===== src/rtl/ppu_oam_port_pkg.sv =====
// ppu_oam_port_pkg
// Shared PPU definitions used by the OAM register port and its sprite RAM.
// Contents:
//   PPU_REG_OAMADDR / PPU_REG_OAMDATA : register indices in the PPU slave window
//   OAM_ATTR_MASK                     : bits kept when storing a sprite attribute byte
//   OAM_DEPTH / OAM_AW                : sprite RAM depth and address width
//   oamStoreByte()                    : applies attribute masking to a byte being stored
package ppu_oam_port_pkg;

    localparam logic [2:0] PPU_REG_OAMADDR = 3'd3;
    localparam logic [2:0] PPU_REG_OAMDATA = 3'd4;

    localparam logic [7:0] OAM_ATTR_MASK = 8'hE3;

    localparam int OAM_DEPTH = 256;
    localparam int OAM_AW    = $clog2(OAM_DEPTH);

    // Byte 2 of every 4-byte sprite entry is the attribute byte; its bits 4:2
    // do not exist in hardware, so they are cleared before storage.
    function automatic logic [7:0] oamStoreByte(input logic       maskEn,
                                                input logic [7:0] addr,
                                                input logic [7:0] data);
        logic [7:0] result;
        result = data;
        if (maskEn && (addr[1:0] == 2'd2)) begin
            result = data & OAM_ATTR_MASK;
        end
        return result;
    endfunction

endpackage


===== src/rtl/ppu_oam_port_oam_dpram.sv =====
// oam_dpram
// 256x8 synchronous dual-port sprite RAM, read-first on both ports.
// Ports:
//   clk_i      : clock
//   a_we_i     : port A write enable
//   a_addr_i   : port A write/read address
//   a_din_i    : port A write data
//   a_dout_o   : port A read data (1 clk latency, old data on same-address write)
//   b_en_i     : port B read enable (output holds when low)
//   b_addr_i   : port B read address
//   b_dout_o   : port B read data (1 clk latency, old data on same-address write)
module oam_dpram
    import ppu_oam_port_pkg::*;
(
    input  logic              clk_i,
    input  logic              a_we_i,
    input  logic [OAM_AW-1:0] a_addr_i,
    input  logic [7:0]        a_din_i,
    output logic [7:0]        a_dout_o,
    input  logic              b_en_i,
    input  logic [OAM_AW-1:0] b_addr_i,
    output logic [7:0]        b_dout_o
);

    logic [7:0] mem [OAM_DEPTH];
    logic [7:0] aDout_q;
    logic [7:0] bDout_q;

    // Single clocked process with no reset so the array maps onto block RAM.
    // Reads sample the array before this edge's write lands, giving
    // read-first behaviour on both ports.
    always_ff @(posedge clk_i) begin
        if (a_we_i) begin
            mem[a_addr_i] <= a_din_i;
        end
        aDout_q <= mem[a_addr_i];
        if (b_en_i) begin
            bDout_q <= mem[b_addr_i];
        end
    end

    assign a_dout_o = aDout_q;
    assign b_dout_o = bDout_q;

endmodule


===== src/rtl/ppu_oam_port.sv =====
// ppu_oam_port
// PPU-side responder for OAMADDR ($2003, index 3) and OAMDATA ($2004, index 4).
// Owns the 256x8 sprite attribute RAM; CPU and sprite-DMA writes commit on
// ph2_falling, while a separate read port serves sprite evaluation/fetch.
// Ports:
//   clk, rst (async, active low)
//   ph2_falling                     : bus transfer commit strobe
//   slv_mem_select/rnw/addr/din     : PPU slave bus request
//   slv_mem_dout                    : registered OAMDATA read data
//   rendering_active                : PPU is rendering
//   ren_addr_clr                    : zeroes OAMADDR from render timing
//   ren_rd_en, ren_addr, ren_dout   : render read port
//   oam_addr                        : current OAMADDR
module ppu_oam_port
    import ppu_oam_port_pkg::*;
#(
    parameter bit ATTR_MASK_EN = 1'b1
) (
    input  logic       clk,
    input  logic       rst,
    input  logic       ph2_falling,
    input  logic       slv_mem_select,
    input  logic       slv_mem_rnw,
    input  logic [2:0] slv_mem_addr,
    input  logic [7:0] slv_mem_din,
    output logic [7:0] slv_mem_dout,
    input  logic       rendering_active,
    input  logic       ren_addr_clr,
    input  logic       ren_rd_en,
    input  logic [7:0] ren_addr,
    output logic [7:0] ren_dout,
    output logic [7:0] oam_addr
);

    logic       wrAddr;
    logic       wrData;
    logic       ramWe;
    logic [7:0] ramWdata;
    logic [7:0] ramDoutA;
    logic [7:0] ramDoutB;
    logic [7:0] oamAddr_q;
    logic [7:0] oamAddr_d;
    logic [7:0] slvDout_q;
    logic       renValid_q;

    assign wrAddr = ph2_falling & slv_mem_select & ~slv_mem_rnw
                  & (slv_mem_addr == PPU_REG_OAMADDR);
    assign wrData = ph2_falling & slv_mem_select & ~slv_mem_rnw
                  & (slv_mem_addr == PPU_REG_OAMDATA);

    // RAM is only written outside rendering, at the pre-increment address.
    assign ramWe    = wrData & ~rendering_active;
    assign ramWdata = oamStoreByte(ATTR_MASK_EN, oamAddr_q, slv_mem_din);

    // OAMADDR next state. During rendering a data write bumps only the
    // sprite index (bits 7:2), leaving the byte-within-sprite untouched.
    always_comb begin
        oamAddr_d = oamAddr_q;
        if (ren_addr_clr) begin
            oamAddr_d = 8'h00;
        end else if (wrAddr) begin
            oamAddr_d = slv_mem_din;
        end else if (wrData && !rendering_active) begin
            oamAddr_d = oamAddr_q + 8'd1;
        end else if (wrData) begin
            oamAddr_d = {oamAddr_q[7:2] + 6'd1, oamAddr_q[1:0]};
        end
    end

    // Address register, bus read-data register and the render-port valid
    // flag. The flag lets ren_dout read 0 straight out of reset without
    // putting a reset on the RAM output register itself.
    always_ff @(posedge clk or negedge rst) begin
        if (!rst) begin
            oamAddr_q  <= 8'h00;
            slvDout_q  <= 8'h00;
            renValid_q <= 1'b0;
        end else begin
            oamAddr_q <= oamAddr_d;
            slvDout_q <= rendering_active ? ren_dout : ramDoutA;
            if (ren_rd_en) begin
                renValid_q <= 1'b1;
            end
        end
    end

    oam_dpram u_ram (
        .clk_i    (clk),
        .a_we_i   (ramWe),
        .a_addr_i (oamAddr_q),
        .a_din_i  (ramWdata),
        .a_dout_o (ramDoutA),
        .b_en_i   (ren_rd_en),
        .b_addr_i (ren_addr),
        .b_dout_o (ramDoutB)
    );

    assign ren_dout     = renValid_q ? ramDoutB : 8'h00;
    assign slv_mem_dout = slvDout_q;
    assign oam_addr     = oamAddr_q;

endmodule


===== config.mk =====
export PLATFORM = sky130hd
export DESIGN_NAME = ppu_oam_port
export DESIGN_NICKNAME = d
export VERILOG_FILES = /design/src/rtl/ppu_oam_port_pkg.sv /design/src/rtl/ppu_oam_port_oam_dpram.sv /design/src/rtl/ppu_oam_port.sv
export SDC_FILE = /design/constraint.sdc
export NUM_CORES = 2
export LEC_CHECK = 0
export ABC_AREA = 1
export CELL_PAD_IN_SITES_DETAIL_PLACEMENT = 0
export CELL_PAD_IN_SITES_GLOBAL_PLACEMENT = 1
export CORE_UTILIZATION = 25
export DETAILED_ROUTE_END_ITERATION = 7
export PLACE_DENSITY_LB_ADDON = 0.1
export SLEW_MARGIN = 20
export SYNTH_ARGS = -nofsm -noshare
export SYNTH_HDL_FRONTEND = slang
export SYNTH_SLANG_ARGS = --single-unit

===== constraint.sdc =====
create_clock -name clk -period 17.1 [get_ports clk]
set_input_delay 3.42 -clock clk [delete_from_list [all_inputs] [get_ports clk]]
set_output_delay 3.42 -clock clk [all_outputs]
set_load 0.005 [all_outputs]

**Word level (Yosys, flattened, before mapping)**

Memory sizes are Yosys's and may differ from the RTL's. A register that Yosys moved wholly into a read port is not among the register bits.
Index checks and enable logic that the tools add are counted.
Widths: inputs -> output; s select.

- Register bits: 17
- Latch bits: 0
- RAM bits: 2048
- Bits in read-only memories: 0
- Output and inout port bits: 24
- Logic and storage cells: 30
- Memories kept: 1

- Add/sub/neg operators: 2
- Multiply operators: 0
- Divide/modulo/power cells: 0
- $lt $le $gt $ge: 0
- Equality and inequality tests: 3
- Shift-type cells: 0
- Mux-type cells: 9
- Bitwise operators: 7
- Reduce and logical (&&, ||, !) cells: 4

Memory list:

| memory | depth | width | rd ports | clocked after Yosys merged registers in | wr ports | line | RTL |
|---|---|---|---|---|---|---|---|
| u_ram.mem | 256 | 8 | 2 | 2 | 1 | ppu_oam_port_oam_dpram.sv:25 | `logic [7:0] mem [OAM_DEPTH];` |

Operators with widths:

| kind | count |
|---|---|
| $mux 8 | 6 |
| $add 8x1->8 const B | 1 |
| $add 6x1->6 const B | 1 |
| $and 1x1->1 | 5 |
| $mux 5 | 1 |
| $reduce_bool 4->1 | 1 |
| $eq 3x2->1 const B | 1 |
| $eq 3x3->1 const B | 1 |
| $reduce_bool 3->1 | 1 |
| $eq 2x2->1 const B | 1 |
| $mux 1 | 2 |
| $not 1->1 | 2 |
| $logic_and 1x1->1 | 1 |
| $logic_not 1->1 | 1 |

**Depth between registers and ports, before layout**

- Depth after elaboration: 7
- Gate-level depth with buffers: 18
- Mapped depth without buffers: 13

**Modules after synthesis**

Synthesis repeated with hierarchy kept, for this count alone.

- Cells, all modules: 11663
- Area total of the unflattened synthesis: 102789.8 um2

Modules (own cells, without submodules):

| module | times used | cells each | area each (um2) | seq. area each (um2) |
|---|---|---|---|---|
| oam_dpram | 1 | 11486 | 101579.9 | 61899.4 |
| ppu_oam_port | 1 | 177 | 1209.9 | 425.4 |

**Least setup slack after synthesis**

OpenSTA, ideal clock, no wires.

- Path kind: input to register
- From: input port slv_mem_din[3]
- To: memory u_ram.mem[0][3], data pin
- Library setup time: 1.409 ns
- Arrival time: 9.428 ns
- Required time: 15.691 ns
- Slack: 6.263 ns
- Stages on the path: 2
- Path buffers: 0
- Cell sequence: inv_1 > nor2_1

- Word-level cells in the longest chain between the ends: 1

Ends and longest elaborated chain:

| item | line | RTL |
|---|---|---|
| start: declaration | ppu_oam_port.sv:25 | `input logic [7:0] slv_mem_din,` |
| $mux 5 | ppu_oam_port_pkg.sv:25 | `if (maskEn && (addr[1:0] == 2'd2)) begin` |
| named net ramWdata[3] | ppu_oam_port.sv:38 | `logic [7:0] ramWdata;` |
| end: declaration | ppu_oam_port_oam_dpram.sv:25 |  |

The timed path passes the listed nets, and every way through them passes these cells.

==> metrics.md <==
| Metric | Value |
|---|---|
| Via Count | `~90,000` |
| Setup violators final | `0` |
| Internal reg-to-reg setup slack | `approximately 11 ns` |
| Global routing usage on met3 | `around 3.2%` |
| Gr usage total | `22.86%` |
| Detailed placement HPWL | `284.7 mm` |
| Post-Route WL | `between 500 and 600 mm` |
| Largest net degree at the start of global routing | `around 150` |
| Crit path DAT | `about 8.7 ns` |
| Initial antenna violation count | `35` |
| Critical path launch point type | `input pin` |
| I/O Pins | `between 50 and 60` |
| Unrepaired setup endpoints after global routing | `false` |
| Critical Path End | `u_ram.b_dout_o[2]$_DFFE_PP_` |
| Die width | `around 650 µm` |
| Worst r2r dst | `u_ram.a_dout_o[2]$_DFF_P_` |
| VDD IR-drop max | `68.85 µV` |
| Layout Cell Area excl Fill | `roughly 120,000 µm²` |
| Static leakage | `approximately 0.042 µW` |
| Final Hold Vio Count | `0` |
| Sequential area share after synthesis | `about three fifths` |
| Max Cap Viol | `0` |
| Die Area | `~420,000 µm²` |
| Synth cell types | `28` |
| Synth-to-Final Area Change | `13.74%` |
| Setup TNS | `0 ns` |
| Detail Route Antenna Nets | `0` |
| Postcts setup bufs | `0` |
| Ys Warns | `0` |
| Min cycle time layout | `about 8.0 ns` |
| CTS resizes | `0` |
| Worst Path Required | `17.80 ns` |
| RR Startpoint | `oam_addr[1]$_DFFE_PN0P_` |
| Starting Density | `about a quarter` |
| Clock sink count | `2,081` |
| Port Buffers | `50` |
| Busiest layer in global routing | `met2` |
| Proportion of layout cells with a drive suffix above 1 | `around 6.1%` |
| Status | `finished, final reports clean` |
| Skew final | `0.07060 ns` |
| Num CTS Buffers | `approximately 270` |
| Syn Area/Cell | `~9 µm²` |
| Rel. slew slack | `20.04%` |
| Layout Nets | `approximately 12,000` |
| CTS tree | `built` |
| CP Max Fanout | `92` |
| Max Freq | `roughly 120 MHz` |
| Synth top area share | `about three fifths` |
| Post-synthesis cell area | `roughly 100,000 µm²` |
| Grt total ovfl | `0` |
| Clock root buffer | `clkbuf_16` |
| Synth top cells by count | `nand2_1, nand3_1, edfxtp_1` |
| Most frequent cell after synthesis | `nand2_1` |
| Post-synth net total | `between 10,000 and 15,000` |
| First-pass GRT wire length | `693.2 mm` |
| Die Y | `between 600 and 700 µm` |
| DP Area | `between 100,000 and 150,000 µm²` |
| Met2 Usage GRT | `between 30% and 40%` |
| Async set or reset register ratio after synthesis | `0.8169%` |
| DRC viols | `0` |
| Vias in the first global route | `85,591` |
| Synthesized flop and latch total | `approximately 2,100` |
| CP endpoint kind | `flip-flop` |
| Worst skew pair latency | `approximately 0.95 ns` |
| Crit share post-route | `~47%` |
| Worst setup margin | `roughly 9.1 ns` |
| Clock slew at reported path FFs | `roughly 0.060 ns` |
| Hold-fix buffers, CTS | `0` |
| Vias per Instance | `~5.2` |
| Core ar. | `between 400,000 and 500,000 µm²` |
| Met1 usage | `31.79%` |
| Top_reg_cell synth | `edfxtp_1` |
| Yosys top cell by area | `edfxtp_1` |
| H-tree depth | `5` |
| EDFF count, synth | `2,056` |
| Syn Inst Count | `between 10,000 and 15,000` |
| Tightest Hold Check Type | `flip-flop to flip-flop` |
| Place WS | `~8.1 ns` |
| GPL Wtd Cong | `0.8095` |
| Initial DRT Pass Iterations | `6` |
| Top cells by area, synth | `edfxtp_1, nand3_1, nand2_1, nor2_1, o21ai_0` |
| Slew @ Worst Pin | `around 1.2 ns` |
| Max Slew Vio Count | `0` |
| Max clock buf depth | `4` |
| DR WL/cell | `approximately 29 µm` |
| CP startpoint | `ren_addr[1]` |
| # rows | `around 240` |
| Reg2reg path depth | `12` |
| Worst setup path class | `input pin to flip-flop` |
| Pwr dens | `105.8 nW/µm²` |
| Final core utilization | `between 20% and 30%` |
| DRT iter0 DRCs | `about 10,000` |
-- worst min-delay path by stage --
stage	slack (ns)	endpoint	cells after the start	from
final	0.61	slv_mem_dout[1]$_DFF_PN0_	2	u_ram.a_dout_o[1]$_DFF_P_
after global routing	0.63	slv_mem_dout[4]$_DFF_PN0_	2	u_ram.a_dout_o[4]$_DFF_P_
after CTS	0.59	slv_mem_dout[1]$_DFF_PN0_	2	u_ram.a_dout_o[1]$_DFF_P_
after detailed placement	0.59	slv_mem_dout[1]$_DFF_PN0_	2	u_ram.a_dout_o[1]$_DFF_P_
after global placement	0.59	slv_mem_dout[1]$_DFF_PN0_	2	u_ram.a_dout_o[1]$_DFF_P_
after floorplan	0.41	slv_mem_dout[0]$_DFF_PN0_	2	u_ram.a_dout_o[0]$_DFF_P_
-- area by class of cell --
cell class	count	area (µm²)
antenna	15	37.54
clock buffer	348	7229
clock inverter	120	1122
fill	43387	297800
inverter	173	711.9
multi-input combinational	8640	37940
sequential	2081	62340
tap	5497	6878
timing repair buffer	313	2840
-- stage by stage --
step,instances,hold slack (ns),total power (µW)
CTS,17171,0.5864,12740
floorplan,11811,0.4138,6362
global route,17175,0.6269,12990
finish,17187,0.6051,12600
global placement,16703,0.5934,7092
detailed placement,16703,0.5934,7086
-- power breakdown --
group          internal (µW)  leakage [µW]  switching (µW)
clock network           3250       0.00407            2370
registers               5620        0.0188            42.3
logic                    274        0.0191            1040
total                   9150        0.0420            3460
-- state kept, by name (all words and copies together), names as in the netlist --
| signal | count |
|---|---|
| u_ram.a_dout_o | 8 |
| u_ram.mem | 2048 |
| slv_mem_dout | 8 |
| oam_addr | 8 |
| u_ram.b_dout_o | 8 |
| renValid_q | 1 |
-- layer usage --
layer | up-vias | routed length, µm
li1 | 40127 | -
met1 | 44922 | 221700
met2 | 3701 | 227900
met3 | 725 | 32910
met4 | 6 | 17760
met5 | - | 39
-- cells by family after synthesis --
family / Yosys count / share of synthesized area (%)
and+or+nand+nor: 7455 / 29.81
DFF: 2081 / 59.52
AOI/OAI and AO/OA: 1174 / 6.080
buffers and inverters: 1090 / 4.467
adders and majority gates: 8 / 0.09560
xor gates and xnor gates: 3 / 0.02510
-- cell usage in the layout (no fill, tap or decap), types with 69 or more instances in the layout --
cell type,instances
a21oi_1,70
buf_4,237
clkbuf_1,69
clkbuf_16,278
edfxtp_1,2056
inv_1,158
nand2_1,3013
nand3_1,2562
nor2_1,1791
o211ai_1,194
o21ai_0,815
o21ai_1,94
-- critical path: stages --
cell     delay [ns]
buf_8          0.33
buf_4          0.73
buf_12         0.45
buf_4          0.80
buf_4          0.71
buf_12         0.44
nand3_1        0.18
nand3_1        0.12
nand3_1        0.09
nand3_1        0.22
nand3_1        0.15
nand3_1        0.32
nand2_1        0.14
nand2_1        0.09
nand2_1        0.06
Note: power is estimated with default switching activity, not from simulation.
